==> src/rtl/alu_norm_pkg.sv <==
// Shared types and helpers for the ALU normalisation path.
// Holds the shift opcode and element-width encodings plus a width lookup.
package alu_norm_pkg;

  // Shift operation carried alongside each operand beat.
  typedef enum logic [1:0] {
    SH_SLL = 2'd0,
    SH_SRL = 2'd1,
    SH_SRA = 2'd2,
    SH_ROR = 2'd3
  } shift_op_e;

  // Selected element width; the top encoding is reserved.
  typedef enum logic [1:0] {
    SEW8     = 2'd0,
    SEW16    = 2'd1,
    SEW32    = 2'd2,
    SEW_RSVD = 2'd3
  } sew_e;

  // log2 of the widest element; this is the number of log-shifter stages.
  localparam int unsigned MAX_SEW_LOG2 = 32'd5;

  // Element width in bits for a SEW encoding; 0 for the reserved code.
  function automatic int unsigned sew_bits(input sew_e sew);
    case (sew)
      SEW8:    return 32'd8;
      SEW16:   return 32'd16;
      SEW32:   return 32'd32;
      default: return 32'd0;
    endcase
  endfunction

endpackage

==> src/rtl/vshift_sew_core.sv <==
// Combinational packed-element shifter.
// Each lane is split into independent elements of the selected width. A
// log-shifter applies shifts of 1, 2, 4, ... per element; every stage only
// sources bits from inside the same element, so nothing crosses an element
// boundary. Only the low log2(SEW) bits of each element's shift amount are
// used because stages at or above the element width are skipped.
module vshift_sew_core
  import alu_norm_pkg::*;
#(
  parameter int unsigned DATA_WIDTH = 32
) (
  input  logic [DATA_WIDTH-1:0] a,
  input  logic [DATA_WIDTH-1:0] shift,
  input  shift_op_e             op,
  input  sew_e                  sew,
  output logic [DATA_WIDTH-1:0] result,
  output logic                  illegal
);

  // Log-shift of every element of width w. w is a constant at each call
  // site, so all index arithmetic folds to fixed wiring.
  function automatic logic [DATA_WIDTH-1:0] log_shift(
    input logic [DATA_WIDTH-1:0] src,
    input logic [DATA_WIDTH-1:0] amt,
    input shift_op_e             op_sel,
    input int unsigned           w
  );
    logic [DATA_WIDTH-1:0] cur;
    logic [DATA_WIDTH-1:0] nxt;
    int unsigned           step;
    int unsigned           base;
    int unsigned           offs;
    int unsigned           idx_l;
    int unsigned           idx_r;
    int unsigned           idx_rot;
    cur     = src;
    nxt     = src;
    step    = 32'd0;
    base    = 32'd0;
    offs    = 32'd0;
    idx_l   = 32'd0;
    idx_r   = 32'd0;
    idx_rot = 32'd0;
    for (int unsigned s = 32'd0; s < MAX_SEW_LOG2; s++) begin
      step = 32'd1 << s;
      if (step < w) begin
        for (int unsigned j = 32'd0; j < DATA_WIDTH; j++) begin
          offs    = j % w;
          base    = j - offs;
          // Out-of-element sources fall back to j; the fill value is chosen below.
          idx_l   = (offs >= step) ? (j - step) : j;
          idx_r   = ((offs + step) < w) ? (j + step) : j;
          idx_rot = base + ((offs + step) % w);
          if (amt[base + s]) begin
            case (op_sel)
              SH_SLL:  nxt[j] = (offs >= step) ? cur[idx_l] : 1'b0;
              SH_SRL:  nxt[j] = ((offs + step) < w) ? cur[idx_r] : 1'b0;
              SH_SRA:  nxt[j] = ((offs + step) < w) ? cur[idx_r] : cur[base + w - 32'd1];
              SH_ROR:  nxt[j] = cur[idx_rot];
              default: nxt[j] = cur[j];
            endcase
          end else begin
            nxt[j] = cur[j];
          end
        end
        cur = nxt;
      end else begin
        nxt = cur;
      end
    end
    return cur;
  endfunction

  // Select the per-width shifter; the reserved width passes the operand through and flags it.
  always_comb begin
    result  = a;
    illegal = 1'b0;
    case (sew)
      SEW8: begin
        result  = log_shift(a, shift, op, sew_bits(SEW8));
        illegal = 1'b0;
      end
      SEW16: begin
        result  = log_shift(a, shift, op, sew_bits(SEW16));
        illegal = 1'b0;
      end
      SEW32: begin
        result  = log_shift(a, shift, op, sew_bits(SEW32));
        illegal = 1'b0;
      end
      default: begin
        result  = a;
        illegal = 1'b1;
      end
    endcase
  end

endmodule

==> src/rtl/alu_vshift_pipe.sv <==
// Pipelined, SEW-aware vector-lane shifter.
// The combinational shift core feeds a chain of elastic register stages with
// valid/ready on both sides. A stage advances when it is empty or when the
// stage after it (or the consumer, for the last stage) takes its beat, so
// bubbles collapse and a full pipe accepts and emits in the same cycle.
// flush_i empties the pipe on the next edge and overrides every load.
module alu_vshift_pipe
  import alu_norm_pkg::*;
#(
  parameter int unsigned DATA_WIDTH  = 32,
  parameter int unsigned PIPE_STAGES = 2
) (
  input  logic                  clk_i,
  input  logic                  rst_ni,
  input  logic                  flush_i,
  input  logic                  in_valid_i,
  output logic                  in_ready_o,
  input  logic [1:0]            op_i,
  input  logic [1:0]            sew_i,
  input  logic [DATA_WIDTH-1:0] a_i,
  input  logic [DATA_WIDTH-1:0] shift_i,
  output logic                  out_valid_o,
  input  logic                  out_ready_i,
  output logic [DATA_WIDTH-1:0] result_o,
  output logic                  illegal_o
);

  localparam int unsigned LAST = PIPE_STAGES - 32'd1;

  logic [DATA_WIDTH-1:0]  core_result_s;
  logic                   core_illegal_s;
  logic [PIPE_STAGES:0]   adv_s;
  logic [PIPE_STAGES-1:0] valid_r;
  logic [PIPE_STAGES-1:0] illegal_r;
  logic [DATA_WIDTH-1:0]  result_r [PIPE_STAGES];

  vshift_sew_core #(
    .DATA_WIDTH (DATA_WIDTH)
  ) u_core (
    .a       (a_i),
    .shift   (shift_i),
    .op      (shift_op_e'(op_i)),
    .sew     (sew_e'(sew_i)),
    .result  (core_result_s),
    .illegal (core_illegal_s)
  );

  // Advance enables, resolved from the consumer back towards the input.
  always_comb begin
    adv_s              = {(PIPE_STAGES + 1){1'b0}};
    adv_s[PIPE_STAGES] = out_ready_i;
    for (int k = int'(PIPE_STAGES) - 1; k >= 0; k--) begin
      adv_s[k] = ~valid_r[k] | adv_s[k + 1];
    end
  end

  assign in_ready_o = adv_s[0];

  // Stage registers: flush clears occupancy; datapath bits only load with a valid beat.
  always_ff @(posedge clk_i or negedge rst_ni) begin
    if (!rst_ni) begin
      valid_r   <= {PIPE_STAGES{1'b0}};
      illegal_r <= {PIPE_STAGES{1'b0}};
      for (int k = 0; k < int'(PIPE_STAGES); k++) begin
        result_r[k] <= {DATA_WIDTH{1'b0}};
      end
    end else if (flush_i) begin
      valid_r <= {PIPE_STAGES{1'b0}};
    end else begin
      if (adv_s[0]) begin
        valid_r[0] <= in_valid_i;
        if (in_valid_i) begin
          result_r[0]  <= core_result_s;
          illegal_r[0] <= core_illegal_s;
        end
      end
      for (int k = 1; k < int'(PIPE_STAGES); k++) begin
        if (adv_s[k]) begin
          valid_r[k] <= valid_r[k - 1];
          if (valid_r[k - 1]) begin
            result_r[k]  <= result_r[k - 1];
            illegal_r[k] <= illegal_r[k - 1];
          end
        end
      end
    end
  end

  assign out_valid_o = valid_r[LAST];
  assign result_o    = result_r[LAST];
  assign illegal_o   = illegal_r[LAST];

endmodule

==> config.mk <==
export PLATFORM = sky130hd
export DESIGN_NAME = alu_vshift_pipe
export DESIGN_NICKNAME = d
export VERILOG_FILES = /design/src/rtl/alu_norm_pkg.sv /design/src/rtl/vshift_sew_core.sv /design/src/rtl/alu_vshift_pipe.sv
export SDC_FILE = /design/constraint.sdc
export NUM_CORES = 1
export LEC_CHECK = 0
export CAP_MARGIN = 20
export CELL_PAD_IN_SITES_DETAIL_PLACEMENT = 1
export CELL_PAD_IN_SITES_GLOBAL_PLACEMENT = 2
export CORE_MARGIN = 2
export CORE_UTILIZATION = 28
export DETAILED_ROUTE_END_ITERATION = 10
export PLACE_DENSITY = 0.66
export SYNTH_ARGS = -nofsm -noshare
export SYNTH_HDL_FRONTEND = slang
export SYNTH_SLANG_ARGS = --single-unit
==> constraint.sdc <==
create_clock -name clk_i -period 3.5 [get_ports clk_i]
set_input_delay 0.35 -clock clk_i [delete_from_list [all_inputs] [get_ports clk_i]]
set_output_delay 0.35 -clock clk_i [all_outputs]
set_load 0.02 [all_outputs]
Word-level counts from Yosys, hierarchy flattened:

Cells that the tools add are included.

* bits in registers: 68
* bits of input ports: 73
* output and inout port bits: 35
* word-level logic and storage cells: 644

* equal/unequal tests: 5
* multiplexer cells: 619
* bitwise logic cells: 5
* reduce and logical (&&, ||, !) cells: 9

Operators by type and width (count)
* case mux 1 bit (2 select lines): 205
* 2-to-1 mux 1 bit: 323
* case mux 1 bit (4 select lines): 41
* case mux 1 bit (3 select lines): 48
* case mux 32 bit (3 select lines): 1
* == test 2 bit (second input constant): 3
* AND reduction 3 bit: 2
* OR reduction 3 bit: 2
* == test 2 x 1 -> 1 bit (second input constant): 2
* logical NOT 2 bit: 2
* nonzero test 2 bit: 2
* NOT 1 bit: 3
* 2-to-1 mux 2 bit: 1
* bitwise OR 1 bit: 2
* OR reduction 2 bit: 1

Longest topological paths before layout:

Gate-level depths: netlist of the first run.

* depth after elaboration: 13
* gate-level depth with buffers: 16
* gate-level depth less buffers: 10

Modules after synthesis:

From an unflattened synthesis of the first run, not the netlist that was laid out.

* cells, all modules: 1564
* area total of the unflattened synthesis: 11553.6 um^2

By module, submodules not included
* vshift_sew_core: instances 1, cells an instance 1384, area an instance 8717.1 um^2, sequential area each 0.0 um^2
* alu_vshift_pipe: instances 1, cells an instance 180, area an instance 2836.5 um^2, sequential area each 1701.6 um^2

Worst setup path before layout of the first run:

Ideal clock, no wire load.

* path kind: input-to-reg
* start: input op_i[0]
* end: register result_r[61] (netlist name)
* library setup time: 135 ps
* arrival time: 2531 ps
* required time: 3365 ps
* setup slack: 834 ps
* stages on the path: 12
* path buffers: 4
* cells stage by stage: inv_1 ha_1 buf_6 buf_6 buf_8 buf_6 mux4_2 mux4_2 o21ai_1 o31ai_1 a22oi_2 o211ai_1

* cells in the longest elaborated chain, start to end: 13

Ends and longest elaborated chain
* start, declared: RTL line alu_vshift_pipe.sv:18 `input logic [1:0] op_i,`
* == test 2 bit or == test 2 x 1 -> 1 bit (tied branches): RTL line vshift_sew_core.sv:55 `case (op_sel)`
* OR reduction 3 bit (no source line)
* case mux 1 bit (2 select lines): RTL line vshift_sew_core.sv:55
* 2-to-1 mux 1 bit
* case mux 1 bit (4 select lines) or case mux 1 bit (2 select lines) (tied branches)
* 2-to-1 mux 1 bit: RTL line vshift_sew_core.sv:54 `if (amt[base + s]) begin`
* case mux 1 bit (4 select lines) or case mux 1 bit (2 select lines) (tied branches)
* 2-to-1 mux 1 bit: RTL line vshift_sew_core.sv:54
* case mux 1 bit (4 select lines) or case mux 1 bit (2 select lines) (tied branches): RTL line vshift_sew_core.sv:55
* 2-to-1 mux 1 bit: RTL line vshift_sew_core.sv:54
* case mux 1 bit (3 select lines): RTL line vshift_sew_core.sv:55
* 2-to-1 mux 1 bit: RTL line vshift_sew_core.sv:54
* case mux 32 bit (3 select lines) (*): RTL line vshift_sew_core.sv:78 `case (sew)`
* end signal, assigned by index: RTL line alu_vshift_pipe.sv:65 `result_r[k] <= {DATA_WIDTH{1'b0}};`
* end signal, assigned by index: RTL line alu_vshift_pipe.sv:81 `result_r[k] <= result_r[k - 1];`
* end, declared: RTL line alu_vshift_pipe.sv:35 `logic [DATA_WIDTH-1:0] result_r [PIPE_STAGES];`

Every way passes the cells marked *; elsewhere a longest branch is shown, timed or not.
A chain may end at the register's enable or synchronous reset.

Worst setup path after layout of the first run:

* start: input op_i[1]
* end: register result_r[45] (netlist name)

* cells in the longest elaborated chain, start to end: 13

Ends and longest elaborated chain (RTL line)
* == test 2 bit or == test 2 x 1 -> 1 bit (tied branches): vshift_sew_core.sv:55
* OR reduction 3 bit (no source line)
* case mux 1 bit (2 select lines): vshift_sew_core.sv:55
* 2-to-1 mux 1 bit: vshift_sew_core.sv:54
* case mux 1 bit (4 select lines) or case mux 1 bit (2 select lines) (tied branches)
* 2-to-1 mux 1 bit: vshift_sew_core.sv:54
* case mux 1 bit (4 select lines) or case mux 1 bit (2 select lines) (tied branches): vshift_sew_core.sv:55
* 2-to-1 mux 1 bit: vshift_sew_core.sv:54
* case mux 1 bit (4 select lines): vshift_sew_core.sv:55
* 2-to-1 mux 1 bit: vshift_sew_core.sv:54
* case mux 1 bit (2 select lines): vshift_sew_core.sv:55
* 2-to-1 mux 1 bit: vshift_sew_core.sv:54
* case mux 32 bit (3 select lines) (*): vshift_sew_core.sv:78

Marked as above.

==> flow_summary.ini, run 1 <==
[floorplanning]
die_area_um2 = 42600
placementRows = 74
start_util = 0.282
pin_count = 108
placeableCoreArea_um2 = 40600
die_h_um = 206
die_width_um = 206

[sta]
min_period_over_period = 0.968
fin_tns_setup_ps = 0
setup_ws_ps = 112
relSlewSlack = 0.406
final_max_slew_viol_count = 0
min_period_ps = 3390
max_freq_mhz = 295
finClkSkew_ps = 7.70
finalHoldViolations = 0
worst_pin_slew_ps = 891
rsz0062_at_grt = no
setup_viol = 0
fin_hold_ws_ps = 120

[yosys]
avgSynthCellArea_um2 = 7.05
synth_ff_type = dfrtp_1
synth-edff-count = 0
synth_top_area_frac = 0.148
yosysSeqAreaShare = 0.148
ys_ff_latch = 68
post_synth_instance_area_um2 = 11500
async_flop_share = 1.00
yosysTopAreaCell = dfrtp_1
ys_types = 96
synth_area_leaders = dfrtp_1 (15%), mux2i_1 (7.8%), a21oi_1 (6.4%), o21ai_0 (5.8%), nor2_1 (5.8%)
ys.warnings.count = 0
syn_inst = 1628
syn_nets = 1705

[cells_and_area]
syn_to_final_growth_pct = 34.4
layoutNonFillerInstCount = 2453
nets = 1993
antenna_cells = 0
drive_gt1_frac = 0.272
fill_cells = 5016
design_area_um2 = 15400

[min_path]
hold_path.class = in2async

[critical_path]
r2r_start = valid_r[1]
cp.required_ps = 3680
cp_max_fo = 15
startpoint_type = primary input
cp.arrival_ps = 3560
r2r_slack_ps = 890
r2r_cells = 9
r2r-end = result_r[62]
critPathKind = in2reg
end_kind = flop

[clocking]
cts_buffer_depth = 2
cts_sinks = 68
clk_latency_ps = 330
cts_buffers = 9
cts_hold_buffers = 0
post-cts-setup-buffers = 0
cts_tree = yes
path_clk_slew_ps = 50
cts_max_level = 3
post_cts_resized = 0
cts_root_buf = clkbuf_16

[placement]
dp_hpwl_um = 57600
io_buffer_count = 90
pre_cts_ws_ps = -295
place_congestion = 1.02
place_area_um2 = 15000
dp_cells = 2437

[flow_run]
maxCapViolations = 0

[global_route]
grtUsageTotal = 0.334
grt_max_degree = 69
grt_pass1_wl_um = 105000
grt_pass1_vias = 15300
grt-ovfl-total = 0
antenna_found_initial = 3

[drt]
vias = 15100
ant_nets = 0
first_pass_iters = 5
wl_um = 71400
remaining_drc_errors = 0
initialDrtViolationCount = 1416
viasPerCell = 6.16
wl_per_cell_um = 29.1

[status]
status = finished, final reports clean

[pwr]
power-per-cell-area_nw_per_um2 = 321
peakVddDrop_mv = 0.226
leakage_nw = 6.30
## sequential cells by signal (all words and copies together), names as in the netlist
register   count
valid_r        2
result_r      32
illegal_r      2
result_o      32
## layout make-up
| type | count | area [µm²] | area share |
|---|---|---|---|
| inverter | 25 | 93.8 | 0.00608 |
| tap | 532 | 666 | 0.0432 |
| timing repair buffer | 485 | 3950 | 0.256 |
| clock buffer | 10 | 229 | 0.0148 |
| clock inverter | 6 | 63.8 | 0.00414 |
| multi-input combinational | 1327 | 8720 | 0.565 |
| sequential | 68 | 1700 | 0.110 |
## layout by cell type (no fill, tap or decap), drive strengths merged, types with 18 or more instances in the layout
cell type      instances
a211o                 18
a31oi                 38
nand2b                35
a211oi                66
o21ai                142
nor2                 178
nand3                 34
clkdlybuf4s50         84
nor2b                 24
or3                   21
nor3                  48
o221ai                19
o211ai                28
a21oi                147
nand2                135
inv                   22
mux2i                 89
dfrtp                 68
buf                  401
mux2                  43
o22ai                 39
## routing by layer
layer | part of all wire | vias to the layer above | global-route usage
met1 | 0.45 | 7587 | 0.467
li1 | - | 6698 | -
met2 | 0.44 | 683 | 0.525
met4 | 0.039 | 4 | 0.124
met3 | 0.066 | 140 | 0.0366
met5 | 0.00035 | - | 0
## worst max-delay path, stage by stage
cell             delay [ps]
clkdlybuf4s50_1         480
inv_1                    80
ha_4                    240
buf_4                   220
buf_4                   190
nand2b_1                310
buf_4                   250
nor3_2                  300
nor4_1                  110
a311oi_2                370
o211ai_1                120
nor3_1                  340
a31oi_1                 190
## synthesized netlist by cell type (35+ instances only)
| cell | count |
|---|---|
| buf_4 | 44 |
| clkbuf_1 | 105 |
| nand2_1 | 134 |
| buf_2 | 38 |
| o21ai_0 | 134 |
| a31oi_1 | 36 |
| o22ai_1 | 38 |
| a211oi_1 | 63 |
| dfrtp_1 | 68 |
| a21oi_1 | 146 |
| nand2b_1 | 35 |
| nor2_1 | 176 |
| nor3_1 | 47 |
| mux2_2 | 42 |
| mux2i_1 | 89 |
## how the worst max path moves through the flow
stage	startpoint	end	slack, ps	depth (start not counted)
floorplan	op_i[0]	result_r[61]	830	12
global placement	op_i[0]	result_r[54]	-280	13
detailed placement	op_i[0]	result_r[45]	-300	13
CTS	op_i[0]	result_r[45]	20	13
global route	op_i[1]	result_r[62]	5	15
finish	op_i[1]	result_r[45]	110	13
## report_power, final
part	total (mW)	leakage (nW)	internal [mW]	switching, mW
registers	1.10	0.802	0.985	0.118
logic	2.94	5.36	1.26	1.68
clock network	0.904	0.139	0.552	0.352
## logic make-up after synthesis
kind of cell             count (synthesis)  share of synthesized area
adder cells (fa/ha/maj)                  4                    0.00436
multiplexers                           148                      0.151
buffers and inverters                  233                      0.102
AO/OA/AOI/OAI                          649                      0.380
AND/OR/NAND/NOR                        526                      0.214
flip-flops                              68                      0.148
## metrics by stage
stage                     power (mW)   util
after floorplan                 2.65      -
after global placement          3.93  0.370
after detailed placement        3.98  0.370
after CTS                       4.90  0.377
after global routing            5.18  0.379
final                           4.95  0.379
Note: power is estimated with default switching activity, not from simulation.
==> inputs of run 2 (changes only) <==
--- a/config.mk
+++ b/config.mk
@@ -9,9 +9,9 @@
 export CELL_PAD_IN_SITES_DETAIL_PLACEMENT = 1
 export CELL_PAD_IN_SITES_GLOBAL_PLACEMENT = 2
 export CORE_MARGIN = 2
-export CORE_UTILIZATION = 28
+export CORE_UTILIZATION = 37
 export DETAILED_ROUTE_END_ITERATION = 10
-export PLACE_DENSITY = 0.66
+export PLACE_DENSITY = 0.85
 export SYNTH_ARGS = -nofsm -noshare
 export SYNTH_HDL_FRONTEND = slang
 export SYNTH_SLANG_ARGS = --single-unit
==> run 2 against run 1 <==
The flow now finishes with violations (hold timing). Combinational power barely moved. Flip-flop and latch count did not move. Non-clock buffer count is 13 higher. Core utilization grew 12 points. Critical endpoint is now result_r[39].
==> flow_summary.ini, run 2 (same netlist as run 1, synthesis figures left out) <==
[status]
status = finished, violations left
violations = hold timing

[sta]
finalHoldViolations = 7
setup_viol = 0
relSlewSlack = 0.519
min_period_over_period = 0.985
rsz0062_at_grt = no
worst_pin_slew_ps = 720
max_freq_mhz = 290
final_max_slew_viol_count = 0
fin_tns_setup_ps = 0
finClkSkew_ps = 7.97
min_period_ps = 3450
fin_hold_ws_ps = -2.01

[cells_and_area]
design_area_um2 = 15300
antenna_cells = 0
layout_common_cells = buf_4 (399), nor2_1 (176), a21oi_1 (146)
drive_gt1_frac = 0.271
final_common_cell = buf_4
syn_to_final_growth_pct = 33.4
layoutNonFillerInstCount = 2328
final_util = 0.501
nets = 2006

[floorplanning]
start_util = 0.375
die_h_um = 180
placementRows = 64
die_area_um2 = 32500
die_width_um = 180
pin_count = 108
placeableCoreArea_um2 = 30600

[placement]
place_area_um2 = 15000
dp_hpwl_um = 55000
io_buffer_count = 90
dp_cells = 2312
place_congestion = 1.04

[drt]
initialDrtViolationCount = 1695
ant_nets = 0
wl_um = 69600
remaining_drc_errors = 0
viasPerCell = 6.69
wl_per_cell_um = 29.9
vias = 15600
first_pass_iters = 5

[global_route]
grt-ovfl-total = 0
antenna_found_initial = 1
grt_pass1_vias = 15900
grtUsageTotal = 0.417
grt_max_degree = 70
grt_pass1_wl_um = 103000

[clocking]
cts_tree = yes
cts_sinks = 68
cts_buffer_depth = 2
cts_buffers = 9
cts_root_buf = clkbuf_16
cts_max_level = 3
path_clk_slew_ps = 60
clk_latency_ps = 340

[critical_path]
cp.required_ps = 3710
critPathKind = in2reg
cp_max_fo = 17
cp.arrival_ps = 3660
end_kind = flop
startpoint_type = primary input

[min_path]
hold_path.class = in2async

[pwr]
power.total_mw = 4.95
peakVddDrop_mv = 0.317
leakage_nw = 6.35
power-per-cell-area_nw_per_um2 = 324

[flow_run]
maxCapViolations = 0
run 2: area by class of cell:
| class | count | area [µm²] |
|---|---|---|
| well taps | 396 | 495 |
| inverters | 25 | 93.8 |
| repair buffers | 498 | 4060 |
| flip-flops and latches | 68 | 1700 |
| clock inverters | 1 | 7.51 |
| multi-input cells | 1327 | 8680 |
| fillers | 3934 | 15300 |
| clock buffers | 13 | 270 |
run 2: critical path, cell delays in order:
cell and delay (ps):
clkdlybuf4s50_1 420, inv_1 150, ha_4 300, buf_12 200, mux4_2 490, and2_0 180, o32a_1 380, a21oi_1 320
o21ai_0 130, o311ai_1 420, buf_4 210, a31oi_1 90
run 2: power breakdown:
part,switching [mW],internal (mW),total [mW]
combinational,1.69,1.28,2.97
sequential,0.123,0.986,1.11
clock,0.348,0.530,0.878
total,2.16,2.79,4.95
run 2: metal layers:
metal / vias up / routed length [µm] / global-route usage
met1: 7714 / 27300 / 0.518
met3: 268 / 5040 / 0.0511
met5: - / 11 / 0
met2: 867 / 31600 / 0.680
met4: 2 / 5710 / 0.280
li1: 6729 / - / -
run 2: what timing repair did:
item / in CTS / in global routing
setup buffers: 0 / 2
hold buffers: 0 / 0
setup endpoints to repair: 0 / 16
gates resized for setup: 0 / 11
run 2: path summary, 6_finish.rpt:
path                               from  cells after the start  slack, ps            to
min                              rst_ni                      1         -2  result_r[50]
max                             op_i[1]                     12         50  result_r[39]
min in group clk_i         result_r[38]                      2        480  result_r[38]
max reg2reg                  valid_r[1]                      8       1270  result_r[37]
max in group asynchronous        rst_ni                      2       2490  result_r[41]
min reg2reg                result_r[38]                      2        480  result_r[38]
run 2: per-stage QoR:
stage               hold WS [ps]  setup WS, ps
global route                26.7          7.51
detailed placement           367          -314
global placement             354          -267
CTS                         2.93          2.08
finish                     -2.01          50.9
floorplan                   54.4           834
==> inputs of run 3 (changes only) <==
--- a/config.mk
+++ b/config.mk
@@ -11,6 +11,7 @@
 export CORE_MARGIN = 2
 export CORE_UTILIZATION = 37
 export DETAILED_ROUTE_END_ITERATION = 10
+export MAX_ROUTING_LAYER = met4
 export PLACE_DENSITY = 0.85
 export SYNTH_ARGS = -nofsm -noshare
 export SYNTH_HDL_FRONTEND = slang
==> run 3 against run 2 <==
The flow now finishes without violations. First-iteration DRC count fell by 4.8%. Routed wire length fell by 2.4%. Clock power rose by 3.0%. Power shrank 0.69%. Flip-flop and latch count unchanged. Combinational power shrank 2%. Critical path type unchanged.
==> flow_summary.ini, run 3 (same netlist as run 1, synthesis figures left out) <==
[status]
status = finished, final reports clean

[clocking]
cts_sinks = 68
post-cts-setup-buffers = 0
path_clk_slew_ps = 60
cts_buffers = 9
cts_tree = yes
cts_root_buf = clkbuf_16
cts_max_level = 3
clk_latency_ps = 340
cts_buffer_depth = 2

[floorplanning]
die_width_um = 180
placementRows = 64
placeableCoreArea_um2 = 30600
die_area_um2 = 32500
die_h_um = 180
pin_count = 108
start_util = 0.375

[sta]
min_period_over_period = 0.977
rsz0062_at_grt = no
max_freq_mhz = 293
finClkSkew_ps = 6.03
setup_ws_ps = 81.3
fin_hold_ws_ps = 384
setup_viol = 0
finalHoldViolations = 0
worst_pin_slew_ps = 766
relSlewSlack = 0.487
min_period_ps = 3420
final_max_slew_viol_count = 0

[global_route]
grt_pass1_vias = 15700
antenna_found_initial = 0
grt-ovfl-total = 0
grt_max_degree = 70
grtUsageTotal = 0.417
grt_pass1_wl_um = 101000

[critical_path]
path_cells = clkdlybuf4s50_1 -> inv_1 -> ha_4 -> buf_12 -> mux2i_1 -> a211oi_1 -> a211oi_1 -> a31oi_1 -> o21ai_0 -> a221oi_2 -> a2111oi_2 -> buf_4 -> a21oi_1
slowest_delay_ps = 460
end_kind = flop
crit_slowest_cell = a211oi_1
startpoint_type = primary input
cp.required_ps = 3700
cp_max_fo = 24
cp.arrival_ps = 3610
r2r_slack_ps = 1040
path_common_cell = a211oi_1
critPathKind = in2reg

[cells_and_area]
syn_to_final_growth_pct = 32.4
drive_gt1_frac = 0.267
design_area_um2 = 15200
layout_common_cells = buf_4 (370), nor2_1 (175), a21oi_1 (144)
seqCellArea_um2 = 1700
antenna_cells = 0
nets = 1981
final_common_cell = buf_4
fill_cells = 3890
layoutNonFillerInstCount = 2304
final_util = 0.497
multi_input_area_um2 = 8710

[flow_run]
maxCapViolations = 0

[placement]
place_area_um2 = 14800
io_buffer_count = 90
dp_hpwl_um = 53600
dp_cells = 2287
pre_cts_ws_ps = -235
place_congestion = 1.04

[drt]
wl_um = 68000
viasPerCell = 6.69
first_pass_iters = 8
remaining_drc_errors = 0
initialDrtViolationCount = 1614
vias = 15400
ant_nets = 0
wl_per_cell_um = 29.5
wl_met1_um = 26300
wl_met2_um = 31800
dr.max_layer_used = met4
route.met3.wl_um = 4610

[pwr]
peakVddDrop_mv = 0.252
leakage_nw = 6.26
power-per-cell-area_nw_per_um2 = 324

[min_path]
hold_path.class = in2async
## run 3: changes by cell type in the layout (fill, tap and decap cells not counted), sizes merged
| cell | before | now |
|---|---|---|
| clkbuf | 13 | 10 |
| clkinv | 4 | 8 |
| bufinv | 0 | 1 |
| dlygate4sd3 | 0 | 1 |
| clkinvlp | 1 | 0 |
| buf | 414 | 388 |
## run 3: per-stage QoR
step	total power, mW	TNS [ps]
2_1_floorplan	2.65	0
3_3_place_gp	3.86	-2010
3_5_place_dp	3.92	-3490
4_1_cts	4.84	0
5_1_grt	5.11	0
6_report	4.92	0
## run 3: worst max-delay path, delay by kind of cell
kind | cells | cell delay, ps
compound gates | 7 | 1650
mux | 1 | 360
fa+ha+maj | 1 | 260
buf+inv | 4 | 960
## run 3: repair_timing
action / in CTS / in global routing
resized for setup: 0 / 19
endpoints found under the hold margin: 0 / 5
setup endpoints to repair: 0 / 13
hold buffers: 0 / 1
## run 3: path summary, 6_finish.rpt
path,startpoint,endpoint,depth (start not counted)
hold / removal,rst_ni,result_o[28],2
min in group clk_i,illegal_r[0],illegal_r[0],2
setup / recovery,op_i[0],result_r[44],13
max in group asynchronous,rst_ni,result_r[54],4
setup reg to reg,valid_r[1],result_r[53],7
hold reg to reg,illegal_r[0],illegal_r[0],2
## run 3: metal layers
metal	vias to the layer above	GRT usage
met5	-	-
met4	0	0.259
met3	263	0.0441
met2	848	0.682
met1	7619	0.494
li1	6689	-
## run 3: area by class of cell
| cell class | instances | area share |
|---|---|---|
| Clock buffer | 10 | 0.0151 |
| Multi-Input combinational cell | 1327 | 0.573 |
| Sequential cell | 68 | 0.112 |
| Inverter | 25 | 0.00617 |
| Clock inverter | 5 | 0.00354 |
| Tap cell | 396 | 0.0326 |
| Timing Repair Buffer | 473 | 0.257 |
## run 3: report_power, final
part	internal, mW	leakage (nW)	switching, mW
combinational	1.25	5.31	1.66
clock	0.545	0.142	0.359
sequential	0.985	0.802	0.121
total	2.78	6.26	2.14
